## src/rtl/di_i2c_init_seq_pkg.sv

```systemverilog
// Shared definitions for the DI-to-I2C init sequencer: table entry layout,
// opcodes, transfer status and FSM state encoding.
package di_i2c_pkg;

    localparam logic [1:0] OP_WRITE = 2'b00;
    localparam logic [1:0] OP_DELAY = 2'b01;
    localparam logic [1:0] OP_END   = 2'b10;

    localparam int OP_HI   = 31;
    localparam int OP_LO   = 30;
    localparam int REG_HI  = 23;
    localparam int REG_LO  = 8;
    localparam int DATA_HI = 7;
    localparam int DATA_LO = 0;
    localparam int CNT_HI  = 23;
    localparam int CNT_LO  = 0;

    localparam logic [15:0] STATUS_OK = 16'h0;

    typedef enum logic [3:0] {
        ST_IDLE,
        ST_FETCH,
        ST_DECODE,
        ST_ISSUE,
        ST_WAIT_ACCEPT,
        ST_WAIT_DONE,
        ST_CHECK,
        ST_GAP,
        ST_DELAY,
        ST_FINISH
    } state_t;

    // What the sequencer does once the inter-transaction gap has elapsed.
    typedef enum logic [1:0] {
        GAP_ADVANCE,
        GAP_RETRY,
        GAP_FINISH
    } gap_next_t;

endpackage

```

## src/rtl/di_i2c_init_seq_if.sv

```systemverilog
// DI register-write bus between the init sequencer (master) and the DI-to-I2C
// glue (slave). A write is one di_write strobe inside a di_write_mode window;
// the slave drops di_write_rdy while busy and raises it with di_transfer_status valid.
interface di_i2c_init_seq_if;
    import di_i2c_pkg::*;

    logic [15:0] di_term_addr;
    logic [31:0] di_reg_addr;
    logic [7:0]  di_reg_datai;
    logic        di_write_mode;
    logic        di_write;
    logic        di_write_rdy;
    logic [15:0] di_transfer_status;
    state_t      dbg_state;

    modport master (
        output di_term_addr, di_reg_addr, di_reg_datai, di_write_mode, di_write, dbg_state,
        input  di_write_rdy, di_transfer_status
    );

    modport slave (
        input  di_term_addr, di_reg_addr, di_reg_datai, di_write_mode, di_write, dbg_state,
        output di_write_rdy, di_transfer_status
    );

endinterface

```

## src/rtl/di_i2c_init_delay.sv

```systemverilog
// Loadable down-counter with zero flag; holds at zero until reloaded.
module di_i2c_init_delay #(
    parameter int W = 24
) (
    input  logic         clk,
    input  logic         rst,
    input  logic         load,
    input  logic [W-1:0] load_val,
    output logic         zero
);

    logic [W-1:0] cnt;

    always_ff @(posedge clk or posedge rst) begin
        if (rst) begin
            cnt <= '0;
        end else if (load) begin
            cnt <= load_val;
        end else if (cnt != '0) begin
            cnt <= cnt - W'(1);
        end
    end

    assign zero = (cnt == '0);

endmodule

```

## src/rtl/di_i2c_init_seq.sv

```systemverilog
// Walks a ROM command table and issues DI register writes with retry, delay and gap handling.
// Optional macro DI_I2C_INIT_SEQ_TIMEOUT_EN adds a WAIT_DONE watchdog and a sticky timeout output.
module di_i2c_init_seq
    import di_i2c_pkg::*;
#(
    parameter int ROM_AW      = 8,
    parameter int MAX_RETRIES = 3,
    parameter int GAP_CYCLES  = 2,
    parameter int ACCEPT_WAIT = 8
) (
    input  logic              ifclk,
    input  logic              reset,
    input  logic              start,
    input  logic [15:0]       term_addr,
    output logic [ROM_AW-1:0] rom_addr,
    input  logic [31:0]       rom_data,
    di_i2c_init_seq_if.master di,
    output logic              busy,
    output logic              done,
    output logic              error,
    output logic [ROM_AW-1:0] err_index
`ifdef DI_I2C_INIT_SEQ_TIMEOUT_EN
    ,
    output logic              timeout
`endif
);

    localparam logic [ROM_AW-1:0] LAST_INDEX = '1;
    localparam int ACC_W = $clog2(ACCEPT_WAIT + 1);

    state_t            state;
    gap_next_t         gap_next;
    logic [ROM_AW-1:0] index;
    logic [3:0]        retry;
    logic [ACC_W-1:0]  acc_cnt;
    logic [1:0]        op;
    logic              cnt_load;
    logic [23:0]       cnt_val;
    logic              cnt_zero;
    logic              attempt_ok;
    logic              unused_rom_bits;

    assign op              = rom_data[OP_HI:OP_LO];
    assign unused_rom_bits = ^rom_data[29:24];
    assign di.dbg_state    = state;

    // DELAY and GAP never overlap, so one counter serves both; it is loaded
    // in the cycle before the state that consumes it.
    assign cnt_load = ((state == ST_DECODE) && (op == OP_DELAY)) || (state == ST_CHECK);
    assign cnt_val  = (state == ST_CHECK) ? 24'(GAP_CYCLES - 1) : rom_data[CNT_HI:CNT_LO];

    di_i2c_init_delay #(.W(24)) u_delay (
        .clk      (ifclk),
        .rst      (reset),
        .load     (cnt_load),
        .load_val (cnt_val),
        .zero     (cnt_zero)
    );

`ifdef DI_I2C_INIT_SEQ_TIMEOUT_EN
    logic [19:0] wd_cnt;
    logic        wd_fail;
    assign attempt_ok = (di.di_transfer_status == STATUS_OK) && !wd_fail;
`else
    assign attempt_ok = (di.di_transfer_status == STATUS_OK);
`endif

    always_ff @(posedge ifclk or posedge reset) begin
        if (reset) begin
            state            <= ST_IDLE;
            gap_next         <= GAP_ADVANCE;
            index            <= '0;
            retry            <= '0;
            acc_cnt          <= '0;
            rom_addr         <= '0;
            busy             <= 1'b0;
            done             <= 1'b0;
            error            <= 1'b0;
            err_index        <= '0;
            di.di_term_addr  <= '0;
            di.di_reg_addr   <= '0;
            di.di_reg_datai  <= '0;
            di.di_write_mode <= 1'b0;
            di.di_write      <= 1'b0;
`ifdef DI_I2C_INIT_SEQ_TIMEOUT_EN
            wd_cnt           <= '0;
            wd_fail          <= 1'b0;
            timeout          <= 1'b0;
`endif
        end else begin
            case (state)
                ST_IDLE: begin
                    if (start) begin
                        error           <= 1'b0;
                        err_index       <= '0;
                        index           <= '0;
                        rom_addr        <= '0;
                        busy            <= 1'b1;
                        di.di_term_addr <= term_addr;
`ifdef DI_I2C_INIT_SEQ_TIMEOUT_EN
                        timeout         <= 1'b0;
`endif
                        state           <= ST_FETCH;
                    end
                end
                ST_FETCH: state <= ST_DECODE;
                ST_DECODE: begin
                    case (op)
                        OP_WRITE: begin
                            di.di_reg_addr   <= {16'h0, rom_data[REG_HI:REG_LO]};
                            di.di_reg_datai  <= rom_data[DATA_HI:DATA_LO];
                            retry            <= '0;
                            di.di_write_mode <= 1'b1;
                            di.di_write      <= 1'b1;
                            state            <= ST_ISSUE;
                        end
                        OP_DELAY: state <= ST_DELAY;
                        OP_END: begin
                            done  <= 1'b1;
                            busy  <= 1'b0;
                            state <= ST_FINISH;
                        end
                        default: begin
                            error     <= 1'b1;
                            err_index <= index;
                            done      <= 1'b1;
                            busy      <= 1'b0;
                            state     <= ST_FINISH;
                        end
                    endcase
                end
                ST_ISSUE: begin
                    di.di_write <= 1'b0;
                    acc_cnt     <= '0;
`ifdef DI_I2C_INIT_SEQ_TIMEOUT_EN
                    wd_fail     <= 1'b0;
                    wd_cnt      <= '0;
`endif
                    state       <= ST_WAIT_ACCEPT;
                end
                // A terminal that never drops ready is treated as having finished.
                ST_WAIT_ACCEPT: begin
                    if (!di.di_write_rdy) begin
                        state <= ST_WAIT_DONE;
                    end else if (acc_cnt == ACC_W'(ACCEPT_WAIT - 1)) begin
                        state <= ST_CHECK;
                    end else begin
                        acc_cnt <= acc_cnt + ACC_W'(1);
                    end
                end
                ST_WAIT_DONE: begin
                    if (di.di_write_rdy) begin
                        state <= ST_CHECK;
                    end
`ifdef DI_I2C_INIT_SEQ_TIMEOUT_EN
                    else if (wd_cnt == 20'hFFFFF) begin
                        wd_fail <= 1'b1;
                        timeout <= 1'b1;
                        state   <= ST_CHECK;
                    end else begin
                        wd_cnt <= wd_cnt + 20'd1;
                    end
`endif
                end
                ST_CHECK: begin
                    di.di_write_mode <= 1'b0;
                    state            <= ST_GAP;
                    if (attempt_ok) begin
                        gap_next <= GAP_ADVANCE;
                    end else if (retry < 4'(MAX_RETRIES)) begin
                        retry    <= retry + 4'd1;
                        gap_next <= GAP_RETRY;
                    end else begin
                        error     <= 1'b1;
                        err_index <= index;
                        gap_next  <= GAP_FINISH;
                    end
                end
                ST_GAP: begin
                    if (cnt_zero) begin
                        case (gap_next)
                            GAP_RETRY: begin
                                di.di_write_mode <= 1'b1;
                                di.di_write      <= 1'b1;
                                state            <= ST_ISSUE;
                            end
                            GAP_FINISH: begin
                                done  <= 1'b1;
                                busy  <= 1'b0;
                                state <= ST_FINISH;
                            end
                            default: begin
                                if (index == LAST_INDEX) begin
                                    done  <= 1'b1;
                                    busy  <= 1'b0;
                                    state <= ST_FINISH;
                                end else begin
                                    index    <= index + ROM_AW'(1);
                                    rom_addr <= index + ROM_AW'(1);
                                    state    <= ST_FETCH;
                                end
                            end
                        endcase
                    end
                end
                ST_DELAY: begin
                    if (cnt_zero) begin
                        if (index == LAST_INDEX) begin
                            done  <= 1'b1;
                            busy  <= 1'b0;
                            state <= ST_FINISH;
                        end else begin
                            index    <= index + ROM_AW'(1);
                            rom_addr <= index + ROM_AW'(1);
                            state    <= ST_FETCH;
                        end
                    end
                end
                ST_FINISH: begin
                    done  <= 1'b0;
                    state <= ST_IDLE;
                end
                default: state <= ST_IDLE;
            endcase
        end
    end

endmodule

```

## src/flat_wrapper.sv

```systemverilog
// flat-port wrapper written by rule: the top's interface ports become plain ports
module di_i2c_init_seq_flat import di_i2c_pkg::*;
#(
    parameter int ROM_AW      = 8,
    parameter int MAX_RETRIES = 3,
    parameter int GAP_CYCLES  = 2,
    parameter int ACCEPT_WAIT = 8
)
  (ifclk, reset, start, term_addr, rom_addr, rom_data, busy, done, error, err_index, di_di_term_addr, di_di_reg_addr, di_di_reg_datai, di_di_write_mode, di_di_write, di_dbg_state, di_di_write_rdy, di_di_transfer_status);
  di_i2c_init_seq_if di_i ();
  input  logic ifclk;
  input  logic reset;
  input  logic start;
  input  logic [15:0] term_addr;
  output logic [ROM_AW-1:0] rom_addr;
  input  logic [31:0] rom_data;
  output logic busy;
  output logic done;
  output logic error;
  output logic [ROM_AW-1:0] err_index;
  output wire logic [$bits(di_i.di_term_addr)-1:0] di_di_term_addr;
  output wire logic [$bits(di_i.di_reg_addr)-1:0] di_di_reg_addr;
  output wire logic [$bits(di_i.di_reg_datai)-1:0] di_di_reg_datai;
  output wire logic [$bits(di_i.di_write_mode)-1:0] di_di_write_mode;
  output wire logic [$bits(di_i.di_write)-1:0] di_di_write;
  output wire logic [$bits(di_i.dbg_state)-1:0] di_dbg_state;
  input wire logic [$bits(di_i.di_write_rdy)-1:0] di_di_write_rdy;
  input wire logic [$bits(di_i.di_transfer_status)-1:0] di_di_transfer_status;
  assign di_di_term_addr = di_i.di_term_addr;
  assign di_di_reg_addr = di_i.di_reg_addr;
  assign di_di_reg_datai = di_i.di_reg_datai;
  assign di_di_write_mode = di_i.di_write_mode;
  assign di_di_write = di_i.di_write;
  assign di_dbg_state = di_i.dbg_state;
  assign di_i.di_write_rdy = di_di_write_rdy;
  assign di_i.di_transfer_status = di_di_transfer_status;
  di_i2c_init_seq #(.ROM_AW(ROM_AW), .MAX_RETRIES(MAX_RETRIES), .GAP_CYCLES(GAP_CYCLES), .ACCEPT_WAIT(ACCEPT_WAIT)) u_core (.ifclk(ifclk), .reset(reset), .start(start), .term_addr(term_addr), .rom_addr(rom_addr), .rom_data(rom_data), .di(di_i), .busy(busy), .done(done), .error(error), .err_index(err_index));
endmodule
```

## config.mk

```make
export PLATFORM = sky130hd
export DESIGN_NAME = di_i2c_init_seq_flat
export DESIGN_NICKNAME = d
export VERILOG_FILES = /design/src/rtl/di_i2c_init_seq_pkg.sv /design/src/rtl/di_i2c_init_seq_if.sv /design/src/rtl/di_i2c_init_delay.sv /design/src/rtl/di_i2c_init_seq.sv /design/src/flat_wrapper.sv
export SDC_FILE = /design/constraint.sdc
export NUM_CORES = 1
export LEC_CHECK = 0
export CAP_MARGIN = 20
export CORE_MARGIN = 2
export CORE_UTILIZATION = 51
export DETAILED_ROUTE_END_ITERATION = 10
export PLACE_DENSITY = 0.86
export SLEW_MARGIN = 15
export SYNTH_ARGS = -nofsm -noshare
export SYNTH_HDL_FRONTEND = slang
export SYNTH_SLANG_ARGS = --single-unit
export TNS_END_PERCENT = 5
```

## constraint.sdc

```tcl
create_clock -name ifclk -period 6.7 [get_ports ifclk]
set_input_delay 1.005 -clock ifclk [delete_from_list [all_inputs] [get_ports ifclk]]
set_output_delay 1.005 -clock ifclk [all_outputs]
set_load 0.005 [all_outputs]
```

==> impl_results.md, run 1 <==
- Outcome: completed
- Synth top cells by count: dfrtp_1, nand2_1, nor2_1, mux2_2, o21ai_0
- Drt drc: 0
- DRT iter0 DRCs: 180
- CP Launch Type: primary input
- Final setup violation count: 0
- FF+latch count, synth: 99
- Longest Clk Path Bufs: 2
- Max-cap viol count: 0
- Vias post-DR: 4193
- Clk_lat worst skew: 0.38 ns
- Synth cell types: 55
- Max Fanout on Critical Path: 16
- Share of cells above drive strength 1: 8.70%
- Die width: 103 um
- Primary FF master, synth: dfrtp_1
- Crit-path max cell delay: 0.53 ns
- GRT Overall Usage: 23.6%
- CTS Root Buffer Type: clkbuf_8
- H-tree depth: 3
- Synthesized cell area: 5010 um^2
- Period utilization: 46.7%
- Pwr per Cell Area: 387 nW/um^2
- Largest net degree at the start of global routing: 59
- FMAX: 319 MHz
- Leakage power: 0.00287 uW
- Skew final: 0.00898 ns
- IO Pins: 149
- Min-delay worst type: reg -> reg
- Highest routed layer: met4
- Fin crit period: 3.13 ns
- WL/cell: 15.9 um
- Pre-antenna DRT Iters: 4
- DIE HEIGHT: 103 um
- Setup TNS: 0 ns
- CTS Sinks: 99
- GP Congestion: 0.895
- Post-synth top area share: 49.5%
- CORE AREA: 9640 um^2
- Synth top area cells: dfrtp_1, nand2_1, mux2_2
- Crit-path cells: clkdlybuf4s50_1 > nor2b_1 > and3_1 > nor2_1 > nand2_1 > o311ai_0
- Slew @ Worst Pin: 0.965 ns
- Vias per cell: 5.48
- WL met1: 5.16 mm
- Worst EP arrival: 3.40 ns
- Ys async rst share: 100%
- Maximum VDD drop: 208 uV
- Final hold vios: 0
- Cts hold-fix bufs: 0
- Clk pin slew, worst setup/hold paths: 0.10 ns
- Top-count cell post-synth: dfrtp_1
- Num CTS Buffers: 9
- Worst setup EP type: flop
- CTS tree: yes
- Largest area contributor in the netlist: dfrtp_1
- Critical path's slowest cell: nor2_1
- Post-Layout Inst Area: 6530 um^2
- DP Area: 6310 um^2
- Top delay family on crit path: simple AND/OR/NAND/NOR gates
- I/O Buffers: 126
- Core Rows: 36
- CP bufs+invs: 1
- Relative slew slack: 35.2%
- Hpwl dp: 8.80 mm
- Max Slew Vio Count: 0
- Number of synthesis warnings: 0
- Unrepaired setup endpoints after global routing: false
- Starting density of the core: 52.0%
- Post-CTS sizing: 0
- First-pass GRT wire length: 19.4 mm
- Post-Syn Instances: 507
- GRT Residual Overflow: 0
- Die ar.: 10600 um^2
- Post-synth EDFFs: 0
- Req. time, crit path: 6.97 ns
- Antenna cells: 0
- Avg Cell Area, Syn: 9.88 um^2
- DR WL met3: 629 um
- Routed wire length: 12.1 mm
- Core Util, Final: 67.7%
- DRT antenna net count: 0
- Postcts setup bufs: 0
- Area growth, synth to finish: 30.3%
- Crit path kind: in -> reg
- Number of global-route vias before repair: 4032
- Nets: 702
- Met2 WL post-DR: 6.14 mm
- Register area share after synthesis: 49.5%
- Initial antenna violation count: 0
stage by stage:
stage / cells / power, uW / hold WS (ns) / setup WS, ns
final: 765 / 2530 / 0.481 / 3.57
after CTS: 763 / 2540 / 0.485 / 3.60
after global routing: 765 / 2720 / 0.509 / 3.41
after detailed placement: 747 / 2120 / 0.463 / 3.21
after global placement: 747 / 2080 / 0.458 / 3.31
after floorplan: 522 / 1630 / 0.444 / 3.10
layout make-up:
type	instances	area (um^2)
Clock buffer	10	138
Tap cell	133	166
Multi-Input combinational cell	376	2350
Clock inverter	6	71.3
Timing Repair Buffer	130	1290
Sequential cell	99	2480
Fill cell	759	3110
Inverter	11	43.8
per-layer routing:
layer	vias up	track usage (%)
li1	2008	-
met1	2049	30.9
met2	115	37.7
met3	21	7.05
met4	0	7.89
met5	-	0
state kept, by name, summed over array words and instances, names as in the netlist:
register	cells
u_core.di.di_write	1
u_core.acc_cnt	4
u_core.u_delay.cnt	24
u_core.di.di_reg_datai	8
u_core.err_index	8
u_core.gap_next	2
u_core.di.di_term_addr	16
u_core.busy	1
u_core.rom_addr	8
u_core.di.di_write_mode	1
u_core.di.di_reg_addr	16
u_core.retry	4
u_core.done	1
u_core.error	1
u_core.di.dbg_state	4
cells by family (layout without fill, tap and decap cells):
kind of cell	count (synthesis)	in the layout	share of synthesized area, %
and+or+nand+nor	216	216	21.7
DFF	99	99	49.5
AOI/OAI and AO/OA	82	82	11.0
buffers and inverters	47	157	4.82
muxes	34	34	7.52
xor gates and xnor gates	21	21	3.67
adders and majority gates	7	7	1.75
other	1	16	0.0749
path summary, 6_finish.rpt:
kind	startpoint	end	slack, ns	cells after the start
worst max-delay path	rom_data[30]	u_core.u_delay.cnt[17]	3.57	6
max in group asynchronous	reset	u_core.acc_cnt[2]	4.56	3
worst min register to register	u_core.di.di_term_addr[3]	u_core.di.di_term_addr[3]	0.48	2
worst min-delay path	u_core.di.di_term_addr[3]	u_core.di.di_term_addr[3]	0.48	2
min in group asynchronous	reset	u_core.di.di_reg_addr[14]	1.01	2
worst max register to register	u_core.u_delay.cnt[12]	u_core.di.dbg_state[0]	3.86	5
worst register-to-register path, delay by kind of cell (launching register included):
| family | cells | cell delay [ns] |
|---|---|---|
| flops | 1 | 0.44 |
| mux | 1 | 0.30 |
| compound gates | 1 | 0.48 |
| simple gates | 3 | 1.50 |
cells in the final DEF (no fill, tap or decap), drive strengths merged, types with 15 or more instances in the layout:
| cell | n |
|---|---|
| mux2 | 26 |
| xnor2 | 17 |
| nor2 | 32 |
| o21ai | 22 |
| dfrtp | 99 |
| clkdlybuf4s50 | 126 |
| nor4 | 15 |
| nand2 | 83 |
| conb | 16 |
| nor3 | 19 |
where the power goes:
| part | leakage (uW) | switching (uW) | total, uW | internal, uW |
|---|---|---|---|---|
| logic | 0.00148 | 507 | 1110 | 603 |
| registers | 0.00129 | 192 | 1010 | 818 |
| clock network | 0.000105 | 220 | 407 | 187 |
Power figures use the tool's default switching activity.
==> inputs of run 2 (changes only) <==
- CORE_UTILIZATION: 51 -> 43
- PLACE_DENSITY: 0.86 -> 0.77
- clock period: 6.7 -> 2.8 ns (I/O delays scaled with it)
==> run 2 against run 1 <==
Via count rose by 2.4%. Worst hold slack got worse by 0.0013 ns. Combinational power rose to 2.6 times the previous value. Utilization fell by 8.4 points. Critical path type is now reg -> reg. Largest cell class unchanged. Highest routed layer unchanged.
==> impl_results.md, run 2 (synthesis gave the netlist of run 1 again) <==
- Outcome: completed (unchanged)
- Longest Clk Path Bufs: 2 (unchanged)
- Pre-antenna DRT Iters: 5 (was 4)
- Crit-path max cell delay: 0.55 ns (was 0.53 ns)
- Max Fanout on Critical Path: 10 (was 16)
- H-tree depth: 3 (unchanged)
- GP Congestion: 0.946 (was 0.895)
- CTS Sinks: 99 (unchanged)
- DRT antenna net count: 0 (unchanged)
- I/O Buffers: 126 (unchanged)
- Cts hold-fix bufs: 0 (unchanged)
- R2r setup slk: 0.17 ns (was 3.86 ns)
- Most flops, register: u_core.u_delay.cnt (unchanged)
- Fin crit period: 2.63 ns
- Leakage power: 0.00300 uW (was 0.00287 uW)
- Multi-input gate area: 2350 um^2 (unchanged)
- Crit-path cells: or3_4 > or4_1 > o31a_1 > buf_4 > nor4_1 > mux2i_1 (was clkdlybuf4s50_1 > nor2b_1 > and3_1 > nor2_1 > nand2_1 > o311ai_0)
- Min-delay worst type: reg -> reg (unchanged)
- Antenna cells: 0 (unchanged)
- Share of cells above drive strength 1: 11.2% (was 8.70%)
- Number of global-route vias before repair: 4182 (was 4032)
- Die width: 112 um (was 103 um)
- Hpwl dp: 9.36 mm (was 8.80 mm)
- DRT iter0 DRCs: 302 (was 180)
- Maximum VDD drop: 406 uV (was 208 uV)
- DIE HEIGHT: 112 um (was 103 um)
- GRT Overall Usage: 20.2% (was 23.6%)
- Largest net degree at the start of global routing: 40 (was 59)
- Core Rows: 39 (was 36)
- Postcts setup bufs: 0 (unchanged)
- CP bufs+invs: 1 (unchanged)
- Commonest non-fill, non-tap cell in the layout: clkdlybuf4s50_1 (unchanged)
- CTS tree: yes (unchanged)
- Clk pin slew, worst setup/hold paths: 0.07 ns (was 0.10 ns)
- Max Slew Vio Count: 0 (unchanged)
- Critical path's slowest cell: or4_1 (was nor2_1)
- Post-CTS sizing: 0 (unchanged)
- Seq. cell area: 2480 um^2 (unchanged)
- Max-cap viol count: 0 (unchanged)
- CTS Root Buffer Type: clkbuf_16 (was clkbuf_8)
- Switching Power: 2260 uW (was 920 uW)
- Worst EP arrival: 2.89 ns (was 3.40 ns)
- Drt drc: 0 (unchanged)
- FMAX: 381 MHz
- Initial antenna violation count: 0 (unchanged)
- Slew @ Worst Pin: 0.826 ns (was 0.965 ns)
- Top delay family on crit path: simple AND/OR/NAND/NOR gates (unchanged)
- Regs by FF count: u_core.u_delay.cnt x24, u_core.di.di_reg_addr x16, u_core.di.di_term_addr x16 (unchanged)
- Combinational power share: 45.0% (was 43.9%)
- Worst-case reg-to-reg path depth: 6 (was 5)
- Worst setup EP type: flop (unchanged)
- WP depth: 6 (unchanged)
- Number of fillers in the final layout: 985 (was 759)
- Final hold vios: 0 (unchanged)
- Seq pwr share: 37.0% (was 40.0%)
- CP startpoint: u_core.u_delay.cnt[12] (was rom_data[30])
- Vias post-DR: 4293 (was 4193)
- Sw Share: 35.3% (was 36.4%)
- IO Pins: 149 (unchanged)
- CORE AREA: 11400 um^2 (was 9640 um^2)
- Crit path kind: reg -> reg (was in -> reg)
- Routed wire length: 12.4 mm (was 12.1 mm)
- Max reg flops: 24 (unchanged)
- Period utilization: 93.8%
- Unrepaired setup endpoints after global routing: false (unchanged)
- Reg-to-reg critical path startpoint: u_core.u_delay.cnt[12] (unchanged)
- Clock Power Share: 18.0% (was 16.1%)
- CP Launch Type: flop (was primary input)
- Final setup violation count: 0 (unchanged)
- Skew final: 0.00592 ns (was 0.00898 ns)
- Smallest hold slack: 0.480 ns (was 0.481 ns)
- Req. time, crit path: 3.06 ns (was 6.97 ns)
- Setup TNS: 0 ns (unchanged)
- Clk_lat worst skew: 0.34 ns (was 0.38 ns)
- Vias per cell: 5.41 (was 5.48)
- Internal power: 4150 uW (was 1610 uW)
- Nets: 720 (was 702)
- Relative slew slack: 44.8% (was 35.2%)
- WL/cell: 15.6 um (was 15.9 um)
- Num CTS Buffers: 9 (unchanged)
- Reg-to-Reg End: u_core.rom_addr[6] (was u_core.di.dbg_state[0])
- Pwr per Cell Area: 946 nW/um^2 (was 387 nW/um^2)
- GRT Residual Overflow: 0 (unchanged)
- Worst Setup EP: u_core.rom_addr[6] (was u_core.u_delay.cnt[17])
- Most frequent cells in the layout: clkdlybuf4s50_1, dfrtp_1, nand2_1 (unchanged)
- Die ar.: 12500 um^2 (was 10600 um^2)
- Area growth, synth to finish: 35.3% (was 30.3%)
- Starting density of the core: 43.9% (was 52.0%)
- First-pass GRT wire length: 20.7 mm (was 19.4 mm)
==> run 2: cell count changes in the layout (fill, tap and decap cells not counted), moves of 2 or more <==
cell	previous run	this run
clkbuf_8	10	1
clkinv_2	1	3
buf_12	0	2
clkbuf_16	0	9
buf_4	2	19
==> run 2: power groups by stage <==
stage          sequential, uW  combinational, uW  clock [uW]
4_1_cts                  2370               2890        1190
2_1_floorplan            2350               1540           0
3_5_place_dp             2390               2870           0
5_1_grt                  2450               3160        1250
3_3_place_gp             2350               2780           0
6_report                 2370               2880        1150
==> run 2: final cells by class <==
| class | count | share of cell area, % |
|---|---|---|
| clock inverter | 6 | 0.591 |
| inverter | 11 | 0.665 |
| clock buffer | 10 | 3.53 |
| tap | 143 | 2.64 |
| timing repair buffer | 148 | 21.4 |
| sequential | 99 | 36.6 |
| multi-input combinational | 376 | 34.6 |
==> run 2: worst min-delay path by stage <==
stage,startpoint,end,slack [ns],cells past startpoint
after floorplan,u_core.retry[3],u_core.retry[3],0.44,1
after global placement,u_core.di.di_term_addr[4],u_core.di.di_term_addr[4],0.46,2
after global routing,u_core.retry[0],u_core.retry[0],0.50,1
after CTS,u_core.di.di_term_addr[7],u_core.di.di_term_addr[7],0.48,2
after detailed placement,u_core.di.di_term_addr[9],u_core.di.di_term_addr[9],0.47,2
final,u_core.retry[0],u_core.retry[0],0.48,1
==> run 2: worst register-to-register path, cell delays in order (launching register included) <==
cell and delay (ns):
dfrtp_1 0.42, or3_4 0.42, or4_1 0.55, o31a_1 0.34
buf_4 0.18, nor4_1 0.39, mux2i_1 0.24
==> run 2: per-layer routing <==
| metal | wire length (um) | vias up | GRT usage (%) |
|---|---|---|---|
| met2 | 5920 | 173 | 32.2 |
| met4 | 148 | 0 | 5.93 |
| met3 | 851 | 13 | 5.01 |
| met1 | 5460 | 2061 | 27.5 |
| met5 | 0 | - | 0 |
| li1 | - | 2046 | - |
==> run 2: through the flow <==
step           setup WS (ns)  util (%)  std cells  area (um^2)  total power (uW)
2_1_floorplan          0.319         -        522         5070              3890
3_3_place_gp           0.292      56.9        776         6490              5130
3_5_place_dp           0.186      56.9        776         6490              5260
4_1_cts                0.163      59.3        792         6770              6450
5_1_grt               0.0677      59.3        793         6780              6860
6_report               0.173      59.3        793         6780              6410
